$ cat config.mk
export PLATFORM = sky130hd
export DESIGN_NAME = i2c_slave
export DESIGN_NICKNAME = d
export VERILOG_FILES = /design/src/rtl/i2c_pkg.sv /design/src/rtl/i2c_line_sync.sv /design/src/rtl/i2c_slave.sv
export SDC_FILE = /design/constraint.sdc
export NUM_CORES = 1
export LEC_CHECK = 0
export CELL_PAD_IN_SITES_DETAIL_PLACEMENT = 1
export CELL_PAD_IN_SITES_GLOBAL_PLACEMENT = 1
export CORE_MARGIN = 5
export CORE_UTILIZATION = 49
export CTS_BUF_LIST = sky130_fd_sc_hd__clkbuf_4
export CTS_CLUSTER_SIZE = 16
export DETAILED_ROUTE_END_ITERATION = 12
export PLACE_DENSITY_LB_ADDON = 0.1
export RECOVER_POWER = 50
export SLEW_MARGIN = 20
export SYNTH_ARGS = -nofsm -noshare
export SYNTH_HDL_FRONTEND = slang
export SYNTH_SLANG_ARGS = --single-unit
$ cat constraint.sdc
create_clock -name clk -period 3.3 [get_ports clk]
set_input_delay 0.66 -clock clk [delete_from_list [all_inputs] [get_ports clk]]
set_output_delay 0.66 -clock clk [all_outputs]
set_load 0.02 [all_outputs]
$ cat src/rtl/i2c_pkg.sv
// Shared I2C constants and state encodings, used by both slave and master blocks.
package i2c_pkg;

    localparam int unsigned I2C_ADDR_W    = 7;
    localparam int unsigned I2C_BYTE_W    = 8;
    localparam int unsigned I2C_BIT_CNT_W = 3;

    typedef enum logic [2:0] {
        ST_IDLE      = 3'd0,
        ST_ADDR      = 3'd1,
        ST_ADDR_ACK  = 3'd2,
        ST_WRITE     = 3'd3,
        ST_WRITE_ACK = 3'd4,
        ST_READ      = 3'd5,
        ST_READ_ACK  = 3'd6,
        ST_IGNORE    = 3'd7
    } i2c_state_e;

endpackage

$ cat src/rtl/i2c_line_sync.sv
// Two-flop synchroniser plus delay flop for one bus line; registered edge pulses
// are aligned with level_o (new value), giving 3 clk of latency from the pad.
module i2c_line_sync (
    input  logic clk,
    input  logic rst,
    input  logic line_i,
    output logic level_o,
    output logic rise_o,
    output logic fall_o
);

    logic [1:0] sync_q;
    logic       dly_q;
    logic       rise_q;
    logic       fall_q;

    // Reset to 1 (idle bus) so releasing reset never fakes an edge.
    always_ff @(posedge clk or negedge rst) begin
        if (!rst) begin
            sync_q <= 2'b11;
            dly_q  <= 1'b1;
            rise_q <= 1'b0;
            fall_q <= 1'b0;
        end else begin
            sync_q <= {sync_q[0], line_i};
            dly_q  <= sync_q[1];
            rise_q <= sync_q[1] & ~dly_q;
            fall_q <= ~sync_q[1] & dly_q;
        end
    end

    assign level_o = dly_q;
    assign rise_o  = rise_q;
    assign fall_o  = fall_q;

endmodule

$ cat src/rtl/i2c_slave.sv
// I2C target with single-byte write/read handshakes to the user side.
// Samples SDA on synchronised SCL rises, drives SDA only on synchronised SCL falls.
module i2c_slave
    import i2c_pkg::*;
#(
    parameter logic [I2C_ADDR_W-1:0] I2C_ADDR = 7'h2A
) (
    input  logic                  clk,
    input  logic                  rst,
    input  logic                  SCL_i,
    input  logic                  SDA_i,
    output logic                  SDA_o,
    output logic                  SDA_t,
    output logic [I2C_BYTE_W-1:0] data_o,
    output logic                  data_available,
    input  logic                  rx_ready,
    input  logic [I2C_BYTE_W-1:0] data_i,
    output logic                  data_request,
    output logic                  addressed
);

    logic scl_lvl, scl_rise, scl_fall;
    logic sda_lvl, sda_rise, sda_fall;

    i2c_line_sync u_scl_sync (
        .clk    (clk),
        .rst    (rst),
        .line_i (SCL_i),
        .level_o(scl_lvl),
        .rise_o (scl_rise),
        .fall_o (scl_fall)
    );

    i2c_line_sync u_sda_sync (
        .clk    (clk),
        .rst    (rst),
        .line_i (SDA_i),
        .level_o(sda_lvl),
        .rise_o (sda_rise),
        .fall_o (sda_fall)
    );

    i2c_state_e               state_q, state_d;
    logic [I2C_BYTE_W-1:0]    shift_q, shift_d;
    logic [I2C_BIT_CNT_W-1:0] bitcnt_q, bitcnt_d;
    logic [I2C_BYTE_W-1:0]    data_o_q, data_o_d;
    logic                     sda_o_q, sda_o_d;
    logic                     sda_t_q, sda_t_d;
    logic                     da_q, da_d;
    logic                     dr_q, dr_d;
    logic                     addr_q, addr_d;
    logic                     load_q, load_d;

    logic                  start, stop, last_bit, rw, addr_match;
    logic [I2C_BYTE_W-1:0] byte_in;

    assign start      = sda_fall & scl_lvl;
    assign stop       = sda_rise & scl_lvl;
    assign last_bit   = (bitcnt_q == 3'd7);
    assign byte_in    = {shift_q[I2C_BYTE_W-2:0], sda_lvl};
    assign addr_match = (byte_in[I2C_BYTE_W-1:1] == I2C_ADDR);
    assign rw         = shift_q[0];

    always_ff @(posedge clk or negedge rst) begin
        if (!rst) state_q <= ST_IDLE;
        else      state_q <= state_d;
    end

    // In ACK states sda_t_q tells the first (start driving) fall from the second.
    always_comb begin
        state_d = state_q;
        if (stop) begin
            state_d = ST_IDLE;
        end else if (start) begin
            state_d = ST_ADDR;
        end else begin
            case (state_q)
                ST_ADDR:      if (scl_rise && last_bit) state_d = addr_match ? ST_ADDR_ACK : ST_IGNORE;
                ST_ADDR_ACK:  if (scl_fall && !sda_t_q) state_d = rw ? ST_READ : ST_WRITE;
                ST_WRITE:     if (scl_rise && last_bit) state_d = rx_ready ? ST_WRITE_ACK : ST_IGNORE;
                ST_WRITE_ACK: if (scl_fall && !sda_t_q) state_d = ST_WRITE;
                ST_READ:      if (scl_rise && last_bit) state_d = ST_READ_ACK;
                ST_READ_ACK:  if (scl_rise)             state_d = sda_lvl ? ST_IGNORE : ST_READ;
                default:      state_d = state_q;
            endcase
        end
    end

    always_comb begin
        shift_d  = shift_q;
        bitcnt_d = bitcnt_q;
        data_o_d = data_o_q;
        sda_o_d  = sda_o_q;
        sda_t_d  = sda_t_q;
        da_d     = 1'b0;
        dr_d     = 1'b0;
        addr_d   = addr_q;
        load_d   = load_q;
        if (start || stop) begin
            sda_o_d  = 1'b1;
            sda_t_d  = 1'b1;
            addr_d   = 1'b0;
            bitcnt_d = '0;
            load_d   = 1'b0;
        end else begin
            case (state_q)
                ST_ADDR: begin
                    if (scl_rise) begin
                        shift_d  = byte_in;
                        bitcnt_d = bitcnt_q + 3'd1;
                    end
                end
                ST_ADDR_ACK: begin
                    bitcnt_d = '0;
                    if (scl_rise && rw && !sda_t_q) begin
                        dr_d   = 1'b1;
                        load_d = 1'b1;
                    end
                    if (scl_fall) begin
                        if (sda_t_q) begin
                            sda_t_d = 1'b0;
                            sda_o_d = 1'b0;
                            addr_d  = 1'b1;
                        end else if (rw) begin
                            sda_t_d = 1'b0;
                            sda_o_d = data_i[7];
                            shift_d = {data_i[6:0], 1'b0};
                            load_d  = 1'b0;
                        end else begin
                            sda_t_d = 1'b1;
                            sda_o_d = 1'b1;
                        end
                    end
                end
                ST_WRITE: begin
                    if (scl_fall) begin
                        sda_t_d = 1'b1;
                        sda_o_d = 1'b1;
                    end
                    if (scl_rise) begin
                        shift_d  = byte_in;
                        bitcnt_d = bitcnt_q + 3'd1;
                        if (last_bit) begin
                            data_o_d = byte_in;
                            da_d     = 1'b1;
                            if (!rx_ready) addr_d = 1'b0;
                        end
                    end
                end
                ST_WRITE_ACK: begin
                    bitcnt_d = '0;
                    if (scl_fall) begin
                        sda_t_d = ~sda_t_q;
                        sda_o_d = ~sda_t_q;
                    end
                end
                ST_READ: begin
                    if (scl_rise) bitcnt_d = bitcnt_q + 3'd1;
                    // A pending load means this fall starts a fresh byte.
                    if (scl_fall) begin
                        sda_t_d = 1'b0;
                        if (load_q) begin
                            sda_o_d = data_i[7];
                            shift_d = {data_i[6:0], 1'b0};
                            load_d  = 1'b0;
                        end else begin
                            sda_o_d = shift_q[7];
                            shift_d = {shift_q[6:0], 1'b0};
                        end
                    end
                end
                ST_READ_ACK: begin
                    bitcnt_d = '0;
                    if (scl_fall) begin
                        sda_t_d = 1'b1;
                        sda_o_d = 1'b1;
                    end
                    if (scl_rise) begin
                        if (!sda_lvl) begin
                            dr_d   = 1'b1;
                            load_d = 1'b1;
                        end else begin
                            addr_d = 1'b0;
                        end
                    end
                end
                default: begin
                    sda_t_d = 1'b1;
                    sda_o_d = 1'b1;
                end
            endcase
        end
    end

    always_ff @(posedge clk or negedge rst) begin
        if (!rst) begin
            shift_q  <= '0;
            bitcnt_q <= '0;
            data_o_q <= '0;
            sda_o_q  <= 1'b1;
            sda_t_q  <= 1'b1;
            da_q     <= 1'b0;
            dr_q     <= 1'b0;
            addr_q   <= 1'b0;
            load_q   <= 1'b0;
        end else begin
            shift_q  <= shift_d;
            bitcnt_q <= bitcnt_d;
            data_o_q <= data_o_d;
            sda_o_q  <= sda_o_d;
            sda_t_q  <= sda_t_d;
            da_q     <= da_d;
            dr_q     <= dr_d;
            addr_q   <= addr_d;
            load_q   <= load_d;
        end
    end

    assign SDA_o          = sda_o_q;
    assign SDA_t          = sda_t_q;
    assign data_o         = data_o_q;
    assign data_available = da_q;
    assign data_request   = dr_q;
    assign addressed      = addr_q;

endmodule

==> results of run 1 <==
final cells by class:
class	instances	area (µm²)	share of cell area
flip-flops and latches	38	961	0.399
inverters	8	30.0	0.0125
well taps	50	62.6	0.0260
repair buffers	25	244	0.101
clock buffers	5	37.5	0.0156
multi-input cells	135	1010	0.419
clock inverters	3	63.8	0.0265
stage by stage:
step / util / hold WS [ns] / worst slack [ns] / area [µm²]
after floorplan: - / 0.345 / 1.61 / 2060
after detailed placement: 0.573 / 0.349 / 0.953 / 2310
after CTS: 0.598 / 0.367 / 0.917 / 2410
after global placement: 0.573 / 0.345 / 1.06 / 2310
after global routing: 0.598 / 0.378 / 0.737 / 2410
final: 0.598 / 0.369 / 0.881 / 2410
flip-flops by register name, indices dropped and copies added (netlist names), 2 cells and up:
register	count
bitcnt_q	3
data_o	8
state_q	3
u_scl_sync.sync_q	2
shift_q	8
u_sda_sync.sync_q	2
layer usage:
metal	GRT usage	part of all wire	vias up
li1	-	-	738
met1	0.286	0.43	825
met2	0.359	0.50	39
met3	0.0521	0.044	9
met4	0.0692	0.017	0
met5	0	0	-
worst paths after layout:
kind,endpoint,depth (start not counted),slack [ns],startpoint
setup / recovery,shift_q[3]$_DFFE_PN0P_,4,0.88,state_q[0]$_DFFE_PN0P_
hold / removal,u_sda_sync.sync_q[1]$_DFF_PN1_,0,0.37,u_sda_sync.sync_q[0]$_DFF_PN1_
setup reg to reg,shift_q[3]$_DFFE_PN0P_,4,0.88,state_q[0]$_DFFE_PN0P_
hold reg to reg,u_sda_sync.sync_q[1]$_DFF_PN1_,0,0.37,u_sda_sync.sync_q[0]$_DFF_PN1_
max in group asynchronous,data_o[7]$_DFFE_PN0P_,1,1.25,rst
min in group asynchronous,u_sda_sync.rise_o$_DFF_PN0_,1,0.88,rst
cell families after synthesis:
family | count (synthesis) | share of synthesized area
and+or+nand+nor | 62 | 0.174
AOI/OAI and AO/OA | 45 | 0.162
DFF | 38 | 0.465
muxes | 26 | 0.141
buffers and inverters | 18 | 0.0455
adders and majority gates | 2 | 0.0121
power groups by stage:
stage | sequential, mW | combinational [mW] | clock [mW]
after floorplan | 0.644 | 0.578 | 0
after global placement | 0.750 | 0.591 | 0
after detailed placement | 0.765 | 0.623 | 0
after CTS | 0.754 | 0.636 | 0.405
after global routing | 0.776 | 0.700 | 0.430
final | 0.758 | 0.633 | 0.396
cell usage in the layout, fill, tap and decap left out, drive strengths merged, types with 6 or more instances in the layout:
master,Yosys,routed
mux2,24,24
nand2,10,10
o21ai,7,7
nand3,6,6
clkdlybuf4s50,0,22
nor2b,10,10
clkbuf,2,6
inv,7,7
nor2,13,13
dfstp,8,8
dfrtp,30,30
a21oi,9,9
critical path, delay by kind of cell (launching register included):
family        cells  cell delay [ns]
flops             1             0.94
mux               1             0.41
simple gates      3             0.95
==> run metrics, run 1 <==
number of synthesized register bits=38; # resized after CTS=0; Worst EP required=3.54 ns; Initial Utilization=0.512; Hold/Removal Path Class=register to register; antenna-violating nets left=0; count of hold-fix buffers inserted at cts=0; H-Tree Level Count=2; row cnt=23; Final min period=2.42 ns; CTS tree=yes; largest net degree at the start of global routing=39; failing checks=capacitance limit, slew limit; Mapped Avg Cell Area=10.8 µm²; Sw Ratio=0.374; Total GRT Usage=0.219; Synth top area share=0.364; CTS Root Cell=clkbuf_4; non-filler instance count after layout=264; clock-pin transition on the worst setup and hold timing paths=0.12 ns; TNS Setup=0 ns; drt total wl=5390 µm; Synth Warn #=0; chain of cells forming the critical path=or3b_1 -> nor2_2 -> nor4_4 -> mux2_2; Max Root-Sink Buffers=2; die width=74.9 µm; post-DP HPWL=3710 µm; top post-synthesis cells by count=dfrtp_1, mux2_2, nor2_1; asr flop ratio synth=1.00; post-synthesis sequential area ratio=0.465; clock power share=0.222; crit end category=register; Post-synth EDFFs=0; initial antenna violation count=0; filler cell count=446; Layout Skew=0.00836 ns; total CTS buffers=5; ANT cells=0; Fin. Hold Viols=0; run status=finished, violations left; Power Dens Cells=742 nW/µm²; average wire per standard cell=20.4 µm; WP data arrival=2.66 ns; slowest cell on the critical path=dfrtp_1; most frequent cell after synthesis=dfrtp_1; Final #Nets=228; Slew Limit Fails=39; routability congestion estimate=0.869; RSZ-0062 raised after global routing=false; first-pass GRT wire length=9200 µm; core box area=4030 µm²; Max Freq=413 MHz; Slowest Stage Delay on Critical Path=0.94 ns; Port Buffer Count=25; Layout area overhead=16.7%; clock sinks=38; dpl cells=256; top_reg_cell synth=dfrtp_1; Internal=1.12 mW; largest cells by area after synthesis=dfrtp_1, mux2_2, dfstp_2; number of global-route vias before repair=1759; Synth cell types=50; Post-Syn Nets=206; part of the power in registers=0.424; Worst IR Drop VDD=0.480 mV; Slew headroom=-0.365; Crit Path Category=register to register; Synth area leader=dfrtp_1; Worst setup SP type=register; Worst-Skew Late Latency=0.35 ns; Post-route DRC=0; total grt overflow=0; Max Cap Viol=1; I/O pin count=26; 1st-pass router iterations=4; P_sw=0.668 mW; Comb power frac=0.354; Max FO, Critical Path=29; Worst Tran Pin Value=2.05 ns; setup violators final=0; post-synthesis cell area=2060 µm²; Vias=1611; total setup buffers inserted after CTS=0; ratio of final minimum period to clock period=0.733; post-synthesis instance total=191; layout cells sized above 1=0.192; Leakage=1.01 nW; Vias/cell=6.10; total power draw=1.79 mW; die area=5610 µm²; Die Span Y=74.9 µm; Initial DRC Count=134
No activity file was read; power rests on OpenSTA's default activity.
==> run 2, diff against run 1 <==
--- a/config.mk
+++ b/config.mk
@@ -8,7 +8,7 @@
 export CELL_PAD_IN_SITES_DETAIL_PLACEMENT = 1
 export CELL_PAD_IN_SITES_GLOBAL_PLACEMENT = 1
 export CORE_MARGIN = 5
-export CORE_UTILIZATION = 49
+export CORE_UTILIZATION = 41
 export CTS_BUF_LIST = sky130_fd_sc_hd__clkbuf_4
 export CTS_CLUSTER_SIZE = 16
 export DETAILED_ROUTE_END_ITERATION = 12
==> constraint.sdc (replaced) <==
create_clock -name clk -period 2 [get_ports clk]
set_input_delay 0.4 -clock clk [delete_from_list [all_inputs] [get_ports clk]]
set_output_delay 0.4 -clock clk [all_outputs]
set_load 0.02 [all_outputs]
==> run 2 against run 1 <==
Net effect:
- the run now ends clean
- first-iteration DRC count fell by 19%
- setup slack got worse by 0.78 ns
- die area rose by 17%
- clock-buffer cell count unchanged
- largest cell class unchanged
- worst hold slack got worse by 0.13 ns
- critical path depth down 3
- sequential cell count unchanged
- clock power grew 5%
- non-clock buffer count is 12 higher
- wire length hardly changed
- via count increased by 3.1%
==> run metrics, run 2 (synthesis results as in run 1) <==
Worst EP required=1.60 ns; TNS Setup=0 ns; most common cell after layout, fill and taps aside=dfrtp_1; layout cells sized above 1=0.252; critical path's top delay family=buffers and inverters; Final #Nets=240; slowest cell on the critical path=clkdlybuf4s50_1; Die Span Y=81.0 µm; ratio of final minimum period to clock period=0.952; Fin. Hold Viols=0; drt total wl=5390 µm; core box area=4820 µm²; die area=6550 µm²; commonest non-fill, non-tap cells in the layout=dfrtp_1, mux2_2, clkdlybuf4s50_1; antenna-violating nets left=0; Vias/cell=5.67; Layout area overhead=19.9%; Power Dens Cells=1120 nW/µm²; row cnt=25; met2 Track Usage GR=0.300; Worst Tran Pin Value=0.926 ns; post-DP HPWL=3930 µm; FF-to-FF Start=u_scl_sync.fall_o$_DFF_PN0_; crit end category=output port; Initial DRC Count=109; Max Freq=525 MHz; GRT Max-Usage Layer=met2; chain of cells forming the critical path=clkdlybuf4s50_1; run status=finished, final reports clean; RSZ-0062 raised after global routing=false; Max Cap Viol=0; Total GRT Usage=0.184; average wire per standard cell=18.4 µm; total CTS buffers=5; Worst setup SP type=register; Slowest Stage Delay on Critical Path=0.59 ns; met1 Usage GRT=0.242; Final Util=0.514; initial antenna violation count=0; Hold/Removal Path Class=primary input to asynchronous set/reset pin; WP data arrival=1.50 ns; die width=81.0 µm; met3 GRT Util=0.0421; ANT cells=0; worst reg2reg setup slack=0.1 ns; Max FO, Critical Path=2; H-Tree Level Count=2; largest net degree at the start of global routing=39; Slew headroom=0.383; non-filler instance count after layout=293; clock-pin transition on the worst setup and hold timing paths=0.12 ns; number of cells on the worst reg-to-reg path=4; Leakage=1.05 nW; Worst-Skew Late Latency=0.36 ns; CTS tree=yes; Worst Path Buf+Inv=1; filler cell count=548; Port Buffer Count=25; Crit Path Category=register to output port; first-pass GRT wire length=9170 µm; dpl cells=283; Vias=1661; total grt overflow=0; number of global-route vias before repair=1777; Post-route DRC=0; 1st-pass router iterations=4; R2R Path End=shift_q[5]$_DFFE_PN0P_; CTS Root Cell=clkbuf_4; Initial Utilization=0.429; Final min period=1.90 ns; Slew Limit Fails=0; routability congestion estimate=0.926; I/O pin count=26; Layout Skew=0.00711 ns; clock sinks=38; Worst IR Drop VDD=0.437 mV; setup violators final=0; Max Root-Sink Buffers=2
==> run 2: layer usage <==
layer | part of all wire | wire length (µm)
met1 | 0.45 | 2440
met3 | 0.035 | 189
met4 | 0.016 | 86
met2 | 0.50 | 2680
met5 | 0 | 0
==> run 2: stage by stage <==
step | hold WS [ns] | total power, mW | worst slack, ns | instance area [µm²]
2_1_floorplan | 0.104 | 2.02 | 0.310 | 2060
3_3_place_gp | 0.346 | 2.31 | 0.133 | 2400
3_5_place_dp | 0.348 | 2.38 | 0.0457 | 2400
4_1_cts | 0.0764 | 2.80 | 0.00792 | 2460
5_1_grt | 0.325 | 2.97 | 0.0339 | 2470
6_report | 0.239 | 2.78 | 0.0962 | 2470
==> run 2: layout make-up <==
class,instances,area (µm²),area share
multi-input combinational,135,1010,0.408
tap,67,83.8,0.0339
inverter,8,30.0,0.0121
sequential,38,961,0.388
timing repair buffer,37,332,0.134
clock buffer,5,37.5,0.0152
clock inverter,3,21.3,0.00859
==> run 2: repair_timing <==
item	4_1_cts	5_1_grt
endpoints found under the setup margin	1	8
setup buffers	0	2
pin swaps	0	1
hold buffers	0	0
resized for setup	1	0
==> run 2: how the worst max path moves through the flow <==
stage / startpoint / to / slack, ns / depth (start not counted)
after detailed placement: bitcnt_q[0]$_DFFE_PN0P_ / data_o[6]$_DFFE_PN0P_ / 0.05 / 5
after CTS: bitcnt_q[0]$_DFFE_PN0P_ / data_o[6]$_DFFE_PN0P_ / 0.008 / 5
after floorplan: bitcnt_q[0]$_DFFE_PN0P_ / data_o[0]$_DFFE_PN0P_ / 0.31 / 5
final: SDA_o$_DFFE_PN1P_ / SDA_o / 0.1 / 1
after global placement: bitcnt_q[0]$_DFFE_PN0P_ / data_o[7]$_DFFE_PN0P_ / 0.13 / 5
after global routing: u_scl_sync.fall_o$_DFF_PN0_ / shift_q[5]$_DFFE_PN0P_ / 0.03 / 4
==> run 2: report_power, final <==
group          internal [mW]  total (mW)  switching, mW
Clock                  0.137       0.415          0.279
Combinational          0.587        1.21          0.623
Sequential             0.935        1.16          0.221
Total                   1.66        2.78           1.12
==> run 3, diff against run 2 <==
--- a/config.mk
+++ b/config.mk
@@ -7,7 +7,6 @@
 export LEC_CHECK = 0
 export CELL_PAD_IN_SITES_DETAIL_PLACEMENT = 1
 export CELL_PAD_IN_SITES_GLOBAL_PLACEMENT = 1
-export CORE_MARGIN = 5
 export CORE_UTILIZATION = 41
 export CTS_BUF_LIST = sky130_fd_sc_hd__clkbuf_4
 export CTS_CLUSTER_SIZE = 16
==> run 3 against run 2 <==
Net effect:
- die area shrank 19%
- clock-buffer cell count is the same
- via count shrank 0.66%
- clock power grew 56%
- total power grew 8.6%
- largest cell class unchanged
==> run metrics, run 3 (synthesis results as in run 1) <==
largest net degree at the start of global routing=39; CTS tree=yes; drt total wl=5230 µm; Hold/Removal Path Class=primary input to asynchronous set/reset pin; Power Dens Cells=1200 nW/µm²; CTS Root Cell=clkbuf_4; Final min period=1.93 ns; Crit path depth=1; Worst IR Drop VDD=0.626 mV; slowest cell on the critical path=clkdlybuf4s50_1; Post-route DRC=0; Max Freq=519 MHz; average wire per standard cell=17.8 µm; Port Buffer Count=25; Max FO, Critical Path=2; Final Util=0.528; Slowest Stage Delay on Critical Path=0.61 ns; Layout area overhead=22.3%; die area=5320 µm²; TNS Setup=0 ns; Worst Tran Pin Value=0.973 ns; non-filler instance count after layout=294; Crit Path Category=register to output port; Worst Path Buf+Inv=1; clock-pin transition on the worst setup and hold timing paths=0.12 ns; Hold WS=0.259 ns; Die Span Y=73.0 µm; number of global-route vias before repair=1761; most common cell after layout, fill and taps aside=dfrtp_1; pre-CTS setup slack=0.102 ns; first-pass GRT wire length=8910 µm; WP data arrival=1.53 ns; row cnt=25; clock sinks=38; Worst EP required=1.60 ns; commonest non-fill, non-tap cells in the layout=dfrtp_1, mux2_2, clkdlybuf4s50_1; crit end category=output port; count of hold-fix buffers inserted at cts=0; Leakage=1.08 nW; H-Tree Level Count=2; Layout Skew=0.00952 ns; post-DP HPWL=3720 µm; 1st-pass router iterations=4; worst reg2reg setup slack=0.20 ns; layout cells sized above 1=0.251; Max Root-Sink Buffers=2; Total GRT Usage=0.225; antenna-violating nets left=0; Worst-Skew Late Latency=0.35 ns; ratio of final minimum period to clock period=0.963; Vias=1650; Final #Nets=241; Worst setup SP type=register; I/O pin count=26; initial antenna violation count=0; Slew Limit Fails=0; Vias/cell=5.61; final instance area=2520 µm²; number of cells on the worst reg-to-reg path=6; dpl cells=285; Initial DRC Count=88; filler cell count=520; die width=73.0 µm; total CTS buffers=5; setup violators final=0; run status=finished, final reports clean; Initial Utilization=0.431; Slew headroom=0.352; Max Cap Viol=0; Fin. Hold Viols=0; routability congestion estimate=0.863; core box area=4790 µm²; placed standard-cell area=2420 µm²; total grt overflow=0; critical path's top delay family=buffers and inverters; RSZ-0062 raised after global routing=false; Final Worst Setup Slack=0.0734 ns; total power draw=3.02 mW; chain of cells forming the critical path=clkdlybuf4s50_1; ANT cells=0
-- run 3: changes by cell type in the layout (fill, tap and decap cells not counted) --
cell and change:
bufinv_16 +2, clkinvlp_4 -1, clkinv_1 +1, clkinv_2 -1, buf_4 +1, clkinv_4 -1
-- run 3: repair_timing --
action                                  4_1_cts  5_1_grt
pin swaps                                     0        1
resized for setup                             1        0
endpoints found under the setup margin        1        8
gates cloned                                  0        0
buffers inserted                              0        1
-- run 3: worst paths after layout --
path / start / to
max in group asynchronous: rst / shift_q[6]$_DFFE_PN0P_
max: SDA_o$_DFFE_PN1P_ / SDA_o
min in group clk: u_scl_sync.sync_q[0]$_DFF_PN1_ / u_scl_sync.sync_q[1]$_DFF_PN1_
min: rst / addressed$_DFFE_PN0P_
min reg2reg: u_scl_sync.sync_q[0]$_DFF_PN1_ / u_scl_sync.sync_q[1]$_DFF_PN1_
max reg2reg: bitcnt_q[0]$_DFFE_PN0P_ / data_o[5]$_DFFE_PN0P_
-- run 3: cell type report --
type                       count  area [µm²]  share of cell area
clock buffer                   5        37.5              0.0149
multi-input combinational    135        1010               0.400
tap                           67        83.8              0.0332
clock inverter                 3        63.8              0.0253
inverter                       8        30.0              0.0119
sequential                    38         961               0.381
timing repair buffer          38         339               0.134
-- run 3: report_power, final --
group	internal, mW	switching, mW	total (mW)	leakage (nW)
Clock	0.385	0.262	0.647	0.0528
Combinational	0.615	0.640	1.26	0.545
Sequential	0.936	0.183	1.12	0.478
Total	1.94	1.09	3.02	1.08
-- run 3: metal layers --
layer / track usage / vias to the layer above / wire length, µm
li1: - / 773 / -
met1: 0.285 / 827 / 2320
met4: 0.100 / 0 / 101
met3: 0.0442 / 10 / 230
met2: 0.372 / 40 / 2570
met5: 0 / - / 0
==> RTL edit 1, RTL diff (settings of run 3) <==
Take the reset off `shift_q` and load it in a clocked block of its own.
--- a/src/rtl/i2c_slave.sv
+++ b/src/rtl/i2c_slave.sv
@@ -194,7 +194,6 @@
 
     always_ff @(posedge clk or negedge rst) begin
         if (!rst) begin
-            shift_q  <= '0;
             bitcnt_q <= '0;
             data_o_q <= '0;
             sda_o_q  <= 1'b1;
@@ -204,7 +203,6 @@
             addr_q   <= 1'b0;
             load_q   <= 1'b0;
         end else begin
-            shift_q  <= shift_d;
             bitcnt_q <= bitcnt_d;
             data_o_q <= data_o_d;
             sda_o_q  <= sda_o_d;
@@ -216,6 +214,10 @@
         end
     end
 
+    always_ff @(posedge clk) begin
+        shift_q <= shift_d;
+    end
+
     assign SDA_o          = sda_o_q;
     assign SDA_t          = sda_t_q;
     assign data_o         = data_o_q;
Function: same outputs for any inputs over 10 cycles, from zero or initial values and one cycle with rst low; that may be too few to reach the edited logic, so the function may still have changed.
==> RTL edit 1 against run 3 <==
- cell area is 9.7% lower
- core utilization decreased by 0.37 points
- sequential cell count is the same
- worst setup slack improved by 0.017 ns
- routed wire length fell by 13%
- total power fell by 8.5%
- area after synthesis down 9.9%
- global-route usage decreased by 2.0 points
- largest cell class is now flip-flops and latches
==> RTL edit 1: results (changes against run 3) <==
gp weighted congestion = 0.908 (was 0.863)
Post-DP Area = 2180 µm² (was 2420 µm²)
syn_nets = 176 (was 206)
fraction of registers with async set/reset = 78.9% (was 100%)
worst IR drop on VDD = 0.605 mV (was 0.626 mV)
Switching Fraction = 35.6% (was 35.9%)
Total Routed Length = 4540 µm (was 5230 µm)
final hold slack = 0.367 ns (was 0.259 ns)
GRT Util Overall = 20.4% (was 22.5%)
CP arrival = 1.51 ns (was 1.53 ns)
worst min-delay path class = flop to flop (was primary input to asynchronous set/reset pin)
largest net degree at the start of global routing = 31 (was 39)
clk tree area frac = 4.66% (was 4.01%)
hold depth = 0
Avg Cell Area, Syn = 11.6 µm² (was 10.8 µm²)
design area = 2280 µm² (was 2520 µm²)
Reg area = 1000 µm² (was 961 µm²)
most common library cells after synthesis = dfrtp_1 (22), mux2_2 (15), nor2_1 (11), o21ai_0 (11), a21oi_1 (10) (was dfrtp_1 (30), mux2_2 (24), nor2_1 (12))
hpwl dp = 3300 µm (was 3720 µm)
P_leak = 0.929 nW (was 1.08 nW)
largest cells by area after synthesis = dfrtp_1 (30%), edfxtp_1 (13%), dfstp_2 (11%) (was dfrtp_1 (36%), mux2_2 (13%), dfstp_2 (10%))
Skew-Pair Late Insertion Delay = 0.36 ns
core area = 4350 µm² (was 4790 µm²)
vias in the first global route = 1,503 (was 1,761)
inverter count = 5 (was 8)
#MultiIn Comb = 110 (was 135)
Filler Cells Inserted = 470 (was 520)
CTS H-tree depth = 2 (unchanged)
Longest Clk Path Bufs = 2 (unchanged)
placed cells = 237 (was 285)
area of the multi-input gates = 791 µm² (was 1010 µm²)
first-pass GRT wire length = 7550 µm (was 8910 µm)
outcome = finished, final reports clean (unchanged)
non-clock buffer share of cell area = 13.1% (was 13.4%)
bufs w/o clock = 32 (was 38)
minimum clock period = 1.91 ns (was 1.93 ns)
R2R Setup Slk = 0.17 ns (was 0.20 ns)
worst reg2reg path endpoint = shift_q[5]$_DFFE_PP_ (was data_o[5]$_DFFE_PN0P_)
Yosys cell types = 44 (was 50)
DR WL/cell = 18.5 µm (was 17.8 µm)
Rel. slew slack = 47.0% (was 35.2%)
pre-CTS setup slack = 0.229 ns (was 0.102 ns)
Vias per Instance = 5.76 (was 5.61)
drt initial violations = 54 (was 88)
NumNets Final = 207 (was 241)
Post-synth EDFFs = 8 (was 0)
startpoint of the worst hold path = u_sda_sync.sync_q[0]$_DFF_PN1_
post-synthesis sequential area ratio = 53.8% (was 46.5%)
worst r2r src = state_q[1]$_DFFE_PN0P_ (was bitcnt_q[0]$_DFFE_PN0P_)
## RTL edit 1: cell count changes in the layout (fill, tap and decap cells not counted), sizes merged, moves of 4 or more
cell,delta
mux2,-9
dfrtp,-8
edfxtp,+8
buf,-7
nand3b,-4
o21ai,+4
o22ai,-4
## RTL edit 1: cell families (layout without fill, tap and decap cells)
group | Yosys count | count (layout) | synth area share, %
multiplexers | 18 | 18 | 10.7
adder cells (fa/ha/maj) | 2 | 2 | 1.34
buffers and inverters | 13 | 45 | 3.97
flip-flops | 38 | 38 | 53.8
AND/OR/NAND/NOR | 49 | 49 | 14.7
AO/OA/AOI/OAI | 40 | 40 | 15.1
XOR/XNOR | 1 | 1 | 0.471
## RTL edit 1: layer usage
metal	up-vias	GRT usage (%)	part of all wire, %	wire [µm]
met2	20	35.9	52	2340
li1	647	-	-	-
met1	737	24.9	44	2020
met3	7	4.65	2.7	122
met4	0	6.12	1.3	59
met5	-	0	0	0
## RTL edit 1: how the worst max path moves through the flow
stage	cells past startpoint	to
floorplan	7	shift_q[1]$_DFFE_PP_
global placement	6	state_q[2]$_DFFE_PN0P_
detailed placement	6	data_o[2]$_DFFE_PN0P_
CTS	1	SDA_o
global route	1	SDA_o
finish	1	SDA_o
## RTL edit 1: power groups by stage
stage / sequential (mW) / clock [mW] / combinational [mW]
after CTS: 1.10 / 0.680 / 1.01
after floorplan: 1.07 / 0 / 0.759
final: 1.10 / 0.663 / 1.00
after detailed placement: 1.11 / 0 / 1.01
after global placement: 1.10 / 0 / 0.978
after global routing: 1.12 / 0.708 / 1.11
==> RTL edit 2, RTL diff (flow settings as in run 3) <==
Without the edit above. Re-encode `i2c_state_e` (8 states) as one-hot, 8 bits wide.
--- a/src/rtl/i2c_pkg.sv
+++ b/src/rtl/i2c_pkg.sv
@@ -5,15 +5,15 @@
     localparam int unsigned I2C_BYTE_W    = 8;
     localparam int unsigned I2C_BIT_CNT_W = 3;
 
-    typedef enum logic [2:0] {
-        ST_IDLE      = 3'd0,
-        ST_ADDR      = 3'd1,
-        ST_ADDR_ACK  = 3'd2,
-        ST_WRITE     = 3'd3,
-        ST_WRITE_ACK = 3'd4,
-        ST_READ      = 3'd5,
-        ST_READ_ACK  = 3'd6,
-        ST_IGNORE    = 3'd7
+    typedef enum logic [7:0] {
+        ST_IDLE      = 8'b00000001,
+        ST_ADDR      = 8'b00000010,
+        ST_ADDR_ACK  = 8'b00000100,
+        ST_WRITE     = 8'b00001000,
+        ST_WRITE_ACK = 8'b00010000,
+        ST_READ      = 8'b00100000,
+        ST_READ_ACK  = 8'b01000000,
+        ST_IGNORE    = 8'b10000000
     } i2c_state_e;
 
 endpackage
Check against the original RTL: same outputs for any inputs over 10 cycles, from zero or initial values and one cycle with rst low; not proved beyond that.
==> RTL edit 2 against run 3 <==
- the run now ends with setup timing left
- worst hold slack gained 0.014 ns
- maximum frequency shrank 13%
- area after synthesis grew 6.8%
- sequential cell count grew 5
- worst setup slack lost 0.30 ns
- cell area grew 26%
- sequential share of layout area shrank 3.8 points
- routed wire length grew 43%
- count of clock-buffer cells in the layout grew 1
- critical path depth grew 4
- first-iteration DRC count grew 27%
Power is not compared: it rests on default switching activity, and its combinational part moved more than twofold at a synthesized area within 25%.
==> RTL edit 2: results (changes against run 3) <==
post-synthesis xor/xnor area fraction = 2.38% (was 0%)
final setup TNS = -4.24 ns (was 0 ns)
pre-CTS setup slack = -0.243 ns (was 0.102 ns)
gp weighted congestion = 0.870 (was 0.863)
DR WL/cell = 20.9 µm (was 17.8 µm)
placed cells = 339 (was 285)
Synth Area in Compound Gates = 16.1% (was 16.2%)
crit path max-delay cell type = or4_4 (was clkdlybuf4s50_1)
skew final = 0.0127 ns (was 0.00952 ns)
worst setup margin = -0.222 ns (was 0.0734 ns)
post-synthesis sequential area ratio = 49.3% (was 46.5%)
max incr delay on CP = 0.55 ns (was 0.61 ns)
FF-to-FF path depth = 5 (was 6)
CP arrival = 2.52 ns (was 1.53 ns)
GRT Util Overall = 27.6% (was 22.5%)
first-pass GRT wire length = 11,300 µm (was 8910 µm)
outcome = complete, but fails checks (was finished, final reports clean)
DRT met1 WL = 3140 µm (was 2320 µm)
largest cells by area after synthesis = dfrtp_1 (39%), dfstp_2 (11%), nand2_1 (7.8%) (was dfrtp_1 (36%), mux2_2 (13%), dfstp_2 (10%))
syn_nets = 233 (was 206)
Rel. slew slack = 30.8% (was 35.2%)
crit path from = state_q[5]$_DFFE_PN0P_ (was SDA_o$_DFFE_PN1P_)
Top delay family on crit path = simple AND/OR/NAND/NOR gates (was buffers and inverters)
most common library cells after synthesis = nand2_1 (46), dfrtp_1 (34), mux2i_1 (10) (was dfrtp_1 (30), mux2_2 (24), nor2_1 (12))
met2 wire length = 3810 µm (was 2570 µm)
violated checks = setup timing
final-report setup violation count = 29 (was 0)
layout cells sized above 1 = 38.5% (was 25.1%)
Post-Synth Adder-Cell Area = 1.13% (was 1.21%)
[RTL edit 2: worst paths after layout]
path | end | slack [ns]
max | state_q[4]$_DFFE_PN0P_ | -0.22
min | state_q[6]$_DFFE_PN0P_ | 0.27
max reg2reg | state_q[4]$_DFFE_PN0P_ | -0.22
min reg2reg | u_scl_sync.sync_q[1]$_DFF_PN1_ | 0.37
max in group asynchronous | shift_q[7]$_DFFE_PN0P_ | 1.07
min in group clk | u_scl_sync.sync_q[1]$_DFF_PN1_ | 0.37
[RTL edit 2: kinds of logic after synthesis]
| family | after synthesis |
|---|---|
| flops | 43 |
| buf+inv | 12 |
| xor+xnor | 6 |
| mux | 11 |
| fa+ha+maj | 2 |
| compound gates | 48 |
| simple gates | 96 |
[RTL edit 2: per-layer routing]
metal | vias up | track usage, %
li1 | 929 | -
met1 | 1060 | 34.7
met3 | 23 | 4.76
met2 | 58 | 47.0
met5 | - | 0
met4 | 0 | 12.1
[RTL edit 2: layout make-up]
| type | instances | area (µm²) |
|---|---|---|
| clock buffers | 6 | 45.0 |
| fillers | 569 | 1960 |
| repair buffers | 72 | 637 |
| clock inverters | 2 | 12.5 |
| flip-flops and latches | 43 | 1090 |
| multi-input cells | 163 | 1300 |
| inverters | 2 | 7.51 |
| well taps | 70 | 87.6 |
[RTL edit 2: what timing repair did]
item / 4_1_cts / 5_1_grt
pin swaps: 20 / 16
setup buffers: 6 / 6
resized for setup: 31 / 31
endpoints found under the setup margin: 29 / 31
gates cloned: 1 / 0
[RTL edit 2: power by group through the flow]
stage | clock, mW | sequential (mW) | combinational [mW]
floorplan | 0 | 1.08 | 0.198
global route | 0.482 | 1.12 | 0.499
finish | 0.441 | 1.10 | 0.456
global placement | 0 | 1.10 | 0.349
CTS | 0.443 | 1.09 | 0.407
detailed placement | 0 | 1.11 | 0.370
